<file path="config.mk">
export PLATFORM = sky130hd
export DESIGN_NAME = seed_rng
export DESIGN_NICKNAME = d
export VERILOG_FILES = /design/src/rtl/seed_rng.sv
export SDC_FILE = /design/constraint.sdc
export NUM_CORES = 1
export LEC_CHECK = 0
export BUFFER_PORTS_ARGS = -buffer_cell sky130_fd_sc_hd__buf_2
export CORE_MARGIN = 10
export CORE_UTILIZATION = 51
export DETAILED_ROUTE_END_ITERATION = 16
export PLACE_DENSITY_LB_ADDON = 0.15
export SYNTH_ARGS = -nofsm -noshare
export SYNTH_HDL_FRONTEND = slang
export SYNTH_SLANG_ARGS = --single-unit
</file>
<file path="constraint.sdc">
create_clock -name clk -period 3.15 [get_ports clk]
set_clock_uncertainty 0.2 [all_clocks]
set_input_delay 0.1575 -clock clk [delete_from_list [all_inputs] [get_ports clk]]
set_output_delay 0.1575 -clock clk [all_outputs]
set_load 0.01 [all_outputs]
</file>
<file path="src/rtl/seed_rng.sv">
// Seeded 12-bit Fibonacci LFSR that serves random values in [0, limit)
// using bounded rejection sampling with a subtract-based fallback.
module seed_rng #(
    parameter int          MAX_TRIES = 16,
    parameter logic [11:0] ZERO_SUB  = 12'hACE
) (
    input  logic        clk,
    input  logic        resetn,
    input  logic [11:0] seed,
    input  logic        load,
    input  logic        req,
    input  logic [11:0] limit,
    output logic [11:0] rnd,
    output logic        rnd_valid,
    output logic        busy
);

    typedef enum logic {IDLE, GEN} state_t;

    state_t      state;
    logic [11:0] s;
    logic [11:0] limit_q;
    logic [11:0] mask_q;
    logic [3:0]  tries;

    logic [11:0] lfsr_next;
    logic [11:0] cand;
    logic [12:0] limit_ext;
    logic [12:0] limit_m1;
    logic [11:0] mask_new;
    logic        accept;
    logic        last_try;

    // limit_q of zero stands for the full 4096 range, so compare in 13 bits
    always_comb begin
        lfsr_next = {s[10:0], s[11] ^ s[5] ^ s[3] ^ s[0]};
        cand      = lfsr_next & mask_q;
        limit_ext = (limit_q == 12'd0) ? 13'h1000 : {1'b0, limit_q};
        accept    = ({1'b0, cand} < limit_ext);
        last_try  = (tries == 4'(MAX_TRIES - 1));
        limit_m1  = {1'b0, limit} - 13'd1;
        mask_new  = limit_m1[11:0];
        mask_new  = mask_new | (mask_new >> 1);
        mask_new  = mask_new | (mask_new >> 2);
        mask_new  = mask_new | (mask_new >> 4);
        mask_new  = mask_new | (mask_new >> 8);
    end

    always_ff @(posedge clk or negedge resetn) begin
        if (!resetn) begin
            state     <= IDLE;
            s         <= 12'h001;
            rnd       <= 12'd0;
            rnd_valid <= 1'b0;
            busy      <= 1'b0;
            tries     <= 4'd0;
            limit_q   <= 12'd0;
            mask_q    <= 12'd0;
        end else begin
            rnd_valid <= 1'b0;
            if (load) begin
                // a load always wins and silently abandons any pending request
                s     <= (seed == 12'd0) ? ZERO_SUB : seed;
                state <= IDLE;
                busy  <= 1'b0;
                tries <= 4'd0;
            end else begin
                case (state)
                    IDLE: begin
                        if (req) begin
                            limit_q <= limit;
                            mask_q  <= mask_new;
                            tries   <= 4'd0;
                            state   <= GEN;
                            busy    <= 1'b1;
                        end
                    end
                    GEN: begin
                        s <= lfsr_next;
                        if (accept) begin
                            rnd       <= cand;
                            rnd_valid <= 1'b1;
                            state     <= IDLE;
                            busy      <= 1'b0;
                        end else if (last_try) begin
                            // cand < 2*limit here, so the difference stays in range
                            rnd       <= cand - limit_q;
                            rnd_valid <= 1'b1;
                            state     <= IDLE;
                            busy      <= 1'b0;
                        end else begin
                            tries <= tries + 4'd1;
                        end
                    end
                    default: state <= IDLE;
                endcase
            end
        end
    end

endmodule

</file>
**Word-level counts from Yosys, hierarchy flattened**

Cells that the tools add are included.

- Add/sub/neg operators: 3
- Order comparisons: 1
- Equal/unequal tests: 5
- Muxes and demuxes: 25
- Bitwise logic cells: 10
- Reductions and logical operators: 8

Operators with widths:

| kind | count |
|---|---|
| 2-to-1 mux 12 bit | 5 |
| logical NOT 12 bit | 2 |
| 2-to-1 mux 4 bit | 4 |
| < comparator 12 x 13 -> 1 bit | 1 |
| 2-to-1 mux 13 bit | 1 |
| bitwise AND 12 bit | 1 |
| 2-to-1 mux 1 bit | 12 |
| OR 12 x 10 -> 12 bit | 1 |
| OR 12 x 11 -> 12 bit | 1 |
| OR 12 x 4 -> 12 bit | 1 |
| OR 12 x 8 -> 12 bit | 1 |
| subtractor 12 x 1 -> 12 bit (second input constant) | 1 |
| subtractor 12 bit | 1 |
| inequality test 3 bit (second input constant) | 3 |
| AND reduction 3 bit | 3 |
| one-hot mux 4 bit (2 select lines) | 1 |
| adder 4 x 1 -> 4 bit (second input constant) | 1 |
| == test 4 bit (second input constant) | 1 |
| inequality test 4 x 2 -> 1 bit (second input constant) | 1 |
| one-hot mux 1 bit (2 select lines) | 2 |
| nonzero test 2 bit | 2 |
| XOR 1 bit | 3 |
| inverter 1 bit | 2 |
| AND reduction 2 bit | 1 |

- Register bits: 55

**Logic depth before layout (Yosys ltp)**

Gate-level depths: netlist of run 1.

- Depth in word-level cells: 8
- Gate-level depth with buffers: 12
- Mapped depth without buffers: 12

**Least setup slack after synthesis of run 1**

Ideal clock, no wire load.

- Path kind: register to register
- Start: register s[5]
- End: register rnd[10]
- Library setup time: 126 ps
- Data arrival time: 2683 ps
- Required time: 2824 ps
- Slack: 141 ps
- Stages on the path, launching flop included: 13
- Path buffers: 0
- Period minus slack after synthesis: 3009 ps
- Path through: dfrtp_1 -> xnor3_1 -> xnor2_1 -> nand2_1 -> ha_1 -> inv_1 -> fa_1 -> a21oi_1 -> o21ai_0 -> a31oi_1 -> o21ai_0 -> xor2_1 -> a221o_1

- Longest elaborated chain between the ends: 7

RTL lines:

| item | line | RTL |
|---|---|---|
| from (decl) | 21 | `logic [11:0] s;` |
| from (signal assigned) | 63 | `s <= (seed == 12'd0) ? ZERO_SUB : seed;` |
| from (signal assigned) | 79 | `s <= lfsr_next;` |
| XOR 1 bit (3 in a row) | 36 | `lfsr_next = {s[10:0], s[11] ^ s[5] ^ s[3] ^ s[0]};` |
| bitwise AND 12 bit * | 37 | `cand = lfsr_next & mask_q;` |
| subtractor 12 bit / < comparator 12 x 13 -> 1 bit (equally long branches) | 87, 39 |  |
| 2-to-1 mux 12 bit / nonzero test 2 bit (equally long branches) | -- |  |
| 2-to-1 mux 12 bit / AND reduction 3 bit (equally long branches) | -- |  |
| to (signal assigned) | 81 | `rnd <= cand;` |
| to (signal assigned) | 87 | `rnd <= cand - limit_q;` |
| to (decl) | 13 | `output logic [11:0] rnd,` |

Mark *: on every way between the ends. The rest lies on a longest branch, timed or not. The select of a mux whose other input is x is not followed.
A chain may end at the register's enable or synchronous reset.

**Final worst setup path of run 1**

- Start: register s[3]
- End: register rnd[10]

- Longest elaborated chain between the ends: 6

RTL lines:

| item | line |
|---|---|
| XOR 1 bit (2 in a row) | 36 |
| bitwise AND 12 bit * | 37 |
| subtractor 12 bit / < comparator 12 x 13 -> 1 bit (equally long branches) | 87, 39 |
| 2-to-1 mux 12 bit / nonzero test 2 bit (equally long branches) | -- |
| 2-to-1 mux 12 bit / AND reduction 3 bit (equally long branches) | -- |

Marks and branches as above.

==> out/qor.csv, run 1 <==
stage;metric;value;unit
outcome;status;finished, final reports clean;
critical_path;r2r_start;s[3]$_DFFE_PN0N_;
timing;fin_ws;103;ps
synthesis;synth_top_family_by_area;compound AO/OA/AOI/OAI gates;
synthesis;syn_area_per_cell;8.81;um2
synthesis;synth_xor_xnor_area_share;4.52;%
finish;area_delta_synth_final;20.7;%
synthesis;ys_types;58;
timing;slew_headroom;51.2;%
timing;fin_tns_setup;0;ps
power;p_per_area;575;mW/mm2
grt;grt_pass1_wl;15.8;mm
die;start_util;52.6;%
worst_hold_path;hold_end;s[0]$_DFFE_PN1N_;
power;finalPower;2.49;mW
flow_run;max-cap-violations;0;
placed_design;io_buffers;41;
timing;worstMarginPinSlew;732;ps
finish;layout_common_cells;dfrtp_1 (54), nor2_1 (43), buf_2 (41), nand2_1 (35), o21ai_0 (29);
timing;post-route-period-util;96.7;%
critical_path;r2r_setup_slack;100;ps
finish;instances_no_fill;573;
critical_path;cp_max_fo;2;
synthesis;synth_nets;462;
synthesis;postSynthCellCount;408;
timing;setup-violations-final;0;
power;max-vdd-ir-drop;290;uV
die;rows;30;
worst_hold_path;min_path_cells;3;
timing;whs;28.1;ps
synthesis;yosys.area_share.simple;19.7;%
clock_network;cts_tree;built;
die;coreArea;0.00683;mm2
clock_network;htree_levels;2;
die;die_area;0.0108;mm2
finish;num-nets-final;530;
placed_design;dp_hpwl;6.93;mm
die;num_io_pins;42;
route;viasPerCell;5.47;
die;die_w;104;um
grt;grt_overflow;0;
synthesis;synth-edff-count;0;
timing;fin_crit;3050;ps
clock_network;path_clk_slew;110;ps
clock_network;clock_sinks;55;
critical_path;startpoint_type;flop;
placed_design;dp_slack;-54.6;ps
placed_design;finalWeightedCongestion;0.897;
grt;antenna_found_initial;0;
finish;antenna_cells;0;
synthesis;ys_async_sr_fraction;100;%
critical_path;ff2ff_path_depth;12;
placed_design;placed_cell_area;0.00394;mm2
route;first_pass_iters;5;
synthesis;synth_flop_cell;dfrtp_1;
finish;drive_gt1_share;18.2;%
timing;hold_violations;0;
die;chipHeight;104;um
worst_hold_path;min_path_type;in -> reg;
power;leakage;1.86;nW
clock_network;root_buffer;clkbuf_8;
timing;rsz0062_at_grt;true;
timing;report.final.slew_viol_count;0;
synthesis;synth.area.mux_share;3.31;%
grt;grt_max_degree;34;
synthesis;synth_fa_ha_area_share;9.26;%
clock_network;clock_latency;320;ps
route;vias;3133;
finish;final_common_cell;dfrtp_1;
grt;grt_pass1_vias;3268;
synthesis;synth-seq-cells;55;
finish;fin_area;0.00434;mm2
worst_hold_path;hp-start;load;
critical_path;r2r_end;rnd[10]$_DFFE_PN0P_;
critical_path;worstPathArrival;3070;ps
synthesis;yosys_warnings;0;
synthesis;syn_area;0.00359;mm2
synthesis;ys_seq_area_share;38.3;%
grt;track_usage;17.2;%
route;antenna_left;0;
placed_design;placed_cells;539;
synthesis;synth_compound_area_share;19.9;%
finish;final_util;63.5;%
route;wire_per_inst;15.8;um
clock_network;cts_buffers;5;
clock_network;clockBufferDepth;2;
route;drt-initial-drc-count;130;
route;wirelength;9.07;mm
critical_path;crit_required;3170;ps
critical_path;worstSetupPathType;reg -> reg;
route;drc_errors;0;
timing;timing.fmax;0.328;GHz
critical_path;critPathCaptureType;flop;
[Yosys cell counts (2+ instances only)]
library cell	instances	share of area, %
a31oi_1	7	1.2
mux2_2	7	2.2
ha_1	25	8.7
nand3_1	8	1.1
o21ai_0	31	4.3
xnor2_1	13	3.2
o22ai_1	8	1.4
a21o_1	2	0.42
or4_4	2	0.63
mux2i_1	4	1.1
dfrtp_1	54	38
nor4b_1	2	0.49
clkbuf_2	2	0.28
and2_1	13	2.3
clkbuf_1	14	1.5
a211oi_1	5	1.0
o22a_1	9	2.2
nor2_1	43	4.5
nor3_1	11	1.5
or3_1	2	0.35
nor4_1	8	1.4
nor2b_1	3	0.52
o21a_1	3	0.63
nor3b_1	3	0.63
o32ai_1	3	0.73
nand2b_1	3	0.52
inv_1	29	3.0
a21oi_1	25	3.5
and3_1	4	0.70
xor2_1	3	0.73
nand2_1	35	3.7
[area by class of cell]
cell class,count,area (um2)
timing repair buffer,79,556
clock buffer,5,68.8
sequential,55,1380
multi-input combinational,306,2080
tap,96,120
inverter,29,109
clock inverter,3,23.8
fill,627,2490
[worst max-delay path, cell delays in order, from the launching register on]
cell and delay [ps]:
dfrtp_1 410, xnor3_2 410, xnor2_2 180, nand2_1 100, ha_2 190, inv_2 50
fa_2 420, a21oi_4 170, o21ai_2 80, a31oi_2 210, o21ai_1 90, xor2_1 150
a221o_1 290
[registers in the layout (all words and copies together) (netlist names)]
signal / flops
limit_q: 12
mask_q: 12
rnd: 12
s: 12
tries: 4
busy: 1
rnd_valid: 1
state: 1
[cell families after synthesis]
group                      count (synthesis)
xor gates and xnor gates                  17
AOI/OAI and AO/OA                        109
and+or+nand+nor                          143
buffers and inverters                     47
adders and majority gates                 26
muxes                                     11
DFF                                       55
[timing repair]
action | in CTS | in global routing
setup buffers | 0 | 0
pin swaps | 2 | 9
endpoints found under the hold margin | 58 | 0
hold buffers | 26 | 0
resized for setup | 1 | 12
setup endpoints to repair | 1 | 3
[layer usage]
layer / track usage, % / wire [um]
met1: 22.1 / 4250
met2: 28.7 / 4360
met3: 3.16 / 332
met4: 4.57 / 128
met5: 0 / 0
[worst max path at each step]
stage	from	end	slack, ps
after global routing	s[5]$_DFFE_PN0N_	rnd[10]$_DFFE_PN0P_	-10
final	s[3]$_DFFE_PN0N_	rnd[10]$_DFFE_PN0P_	100
after detailed placement	s[3]$_DFFE_PN0N_	rnd[10]$_DFFE_PN0P_	-50
after floorplan	s[5]$_DFFE_PN0N_	rnd[10]$_DFFE_PN0P_	140
after CTS	s[5]$_DFFE_PN0N_	rnd[10]$_DFFE_PN0P_	0.6
after global placement	s[5]$_DFFE_PN0N_	rnd[10]$_DFFE_PN0P_	30
[power breakdown]
| group | total, mW | leakage [nW] | switching [mW] | internal [mW] |
|---|---|---|---|---|
| Clock | 0.416 | 0.0461 | 0.255 | 0.161 |
| Combinational | 1.14 | 1.19 | 0.611 | 0.529 |
| Sequential | 0.937 | 0.630 | 0.0933 | 0.843 |
| Total | 2.49 | 1.86 | 0.959 | 1.53 |
No activity file was read; power rests on OpenSTA's default activity.
==> inputs of run 2 (changes only) <==
- clock period: 3.15 -> 3.55 ns (I/O delays scaled with it)
==> run 2 against run 1 <==
Against the previous run:
- the flow now finishes with violations (negative hold slack)
- sequential power down 11%
- cell area fell by 3.3%
- combinational power fell by 16%
- register-to-register slack improved by 130 ps
- critical path depth stayed put
- cell count fell by 1.9%
- clock-buffer cell count up 1
- worst hold slack got worse by 30 ps
- setup slack better by 130 ps
- die area did not move
- wire length is 1.5% lower
- critical endpoint unchanged
- largest cell class unchanged
==> out/qor.csv, run 2 (synthesis results as in run 1) <==
stage;metric;value;unit
placed_design;io_buffers;41;
clock_network;clock_sinks;55;
route;wire_per_inst;15.9;um
route;antenna_left;0;
grt;antenna_found_initial;0;
critical_path;slowest_delay;460;ps
die;rows;30;
finish;fin_area;0.00420;mm2
route;drc_errors;0;
route;drt-initial-drc-count;123;
grt;grt_max_degree;36;
route;vias;3096;
timing;fin_crit;3310;ps
worst_hold_path;hp-start;limit[0];
critical_path;worstSetupPathType;reg -> reg;
clock_network;cts_buffers;5;
critical_path;critical_path.startpoint;s[5]$_DFFE_PN0N_;
power;p_comb_share;44.4;%
timing;fin_tns_setup;0;ps
outcome;status;finished with violations;
route;wirelength;8.94;mm
power;max-vdd-ir-drop;242;uV
power;power.switching;0.819;mW
timing;report.final.slew_viol_count;0;
finish;layout_common_cells;dfrtp_1 (54), nor2_1 (43), buf_2 (41), nand2_1 (35), o21ai_0 (30);
clock_network;path_clk_slew;110;ps
timing;rsz0062_at_grt;false;
critical_path;worstPathArrival;3330;ps
grt;grt_pass1_vias;3107;
critical_path;startpoint_type;flop;
die;start_util;52.6;%
placed_design;placed_cell_area;0.00388;mm2
critical_path;path_cells;xnor3_1 -> xnor2_1 -> nand2_1 -> ha_1 -> inv_1 -> fa_1 -> a21oi_1 -> o21ai_1 -> a31oi_1 -> o21ai_0 -> xor2_1 -> a221o_1;
finish;area_delta_synth_final;16.7;%
route;viasPerCell;5.51;
die;die_area;0.0108;mm2
finish;final_common_cell;dfrtp_1;
die;die_w;104;um
critical_path;critPathCaptureType;flop;
timing;post-route-period-util;93.3;%
critical_path;crit_required;3570;ps
power;power_frac_seq;38.8;%
grt;grt_pass1_wl;15.1;mm
timing;hold_violations;1;
power;intPower;1.32;mW
grt;grt_overflow;0;
power;clockPowerShare;16.8;%
clock_network;clock_latency;320;ps
power;finalPower;2.14;mW
grt;track_usage;16.4;%
placed_design;dp_hpwl;6.78;mm
finish;num-nets-final;519;
critical_path;cp_max_fo;4;
clock_network;htree_levels;2;
route;first_pass_iters;4;
finish;antenna_cells;0;
finish;drive_gt1_share;14.8;%
timing;slew_headroom;54.8;%
power;p_sw_share;38.2;%
clock_network;cts_tree;built;
timing;setup-violations-final;0;
timing;whs;-1.90;ps
power;leakage;1.80;nW
power;p_per_area;511;mW/mm2
outcome;violations;negative hold slack;
die;coreArea;0.00683;mm2
clock_network;root_buffer;clkbuf_8;
timing;worstMarginPinSlew;669;ps
flow_run;max-cap-violations;0;
die;chipHeight;104;um
critical_path;crit_buf_inv;1;
die;num_io_pins;42;
placed_design;finalWeightedCongestion;0.884;
critical_path;r2r_setup_slack;240;ps
critical_path;slowest_stage;xnor3_1;
timing;timing.fmax;0.302;GHz
clock_network;clockBufferDepth;2;
worst_hold_path;min_path_type;in -> reg;
critical_path;r2r_start;s[5]$_DFFE_PN0N_;
critical_path;cp_top_family;compound AO/OA/AOI/OAI gates;
-- run 2: cell types whose count changed in the layout (fill, tap and decap cells not counted), sizes merged --
cell and delta:
clkinv -1, buf -7, dlygate4sd3 -4, clkbuf +1
-- run 2: what timing repair did --
item                                    CTS  global route
hold buffers                             22             0
endpoints found under the hold margin    42             0
buffers inserted                          0             1
gates resized for setup                   0             1
endpoints found under the setup margin    0             1
-- run 2: worst register-to-register path, stage by stage, from the launching register on --
cell,delay [ps]
dfrtp_1,410
xnor3_1,460
xnor2_1,190
nand2_1,120
ha_1,180
inv_1,60
fa_1,400
a21oi_1,200
o21ai_1,140
a31oi_1,240
o21ai_0,140
xor2_1,150
a221o_1,320
-- run 2: path summary, 6_finish.rpt --
check	to	depth (start not counted)
setup / recovery	rnd[10]$_DFFE_PN0P_	12
hold / removal	limit_q[0]$_DFFE_PN0P_	3
setup reg to reg	rnd[10]$_DFFE_PN0P_	12
hold reg to reg	mask_q[10]$_DFFE_PN0P_	2
max in group asynchronous	limit_q[7]$_DFFE_PN0P_	3
min in group asynchronous	rnd[8]$_DFFE_PN0P_	2
-- run 2: metal layers --
metal | share of wire (%) | track usage, % | up-vias
li1 | - | - | 1566
met1 | 48 | 21.9 | 1453
met2 | 47 | 26.6 | 66
met3 | 3.7 | 2.54 | 11
met4 | 1.4 | 4.57 | 0
met5 | 0 | 0 | -
-- run 2: layout make-up --
class                   count  area, um2
clock buffers               6       72.6
clock inverters             2       16.3
fillers                   593       2640
inverters                  29        109
multi-input cells         306       2040
flip-flops and latches     55       1380
well taps                  96        120
repair buffers             68        463
-- run 2: metrics by stage --
stage	util [%]	setup WS (ps)	cells
floorplan	-	541	408
global placement	56.8	332	531
detailed placement	56.8	204	531
CTS	61.3	150	561
global route	61.4	15.6	562
finish	61.4	237	562
-- run 2: power by group through the flow --
stage	registers [mW]	logic (mW)	clock network, mW
CTS	0.832	0.944	0.364
finish	0.832	0.952	0.359
detailed placement	0.846	0.915	0
floorplan	0.857	0.635	0
global route	0.850	1.08	0.387
global placement	0.843	0.897	0
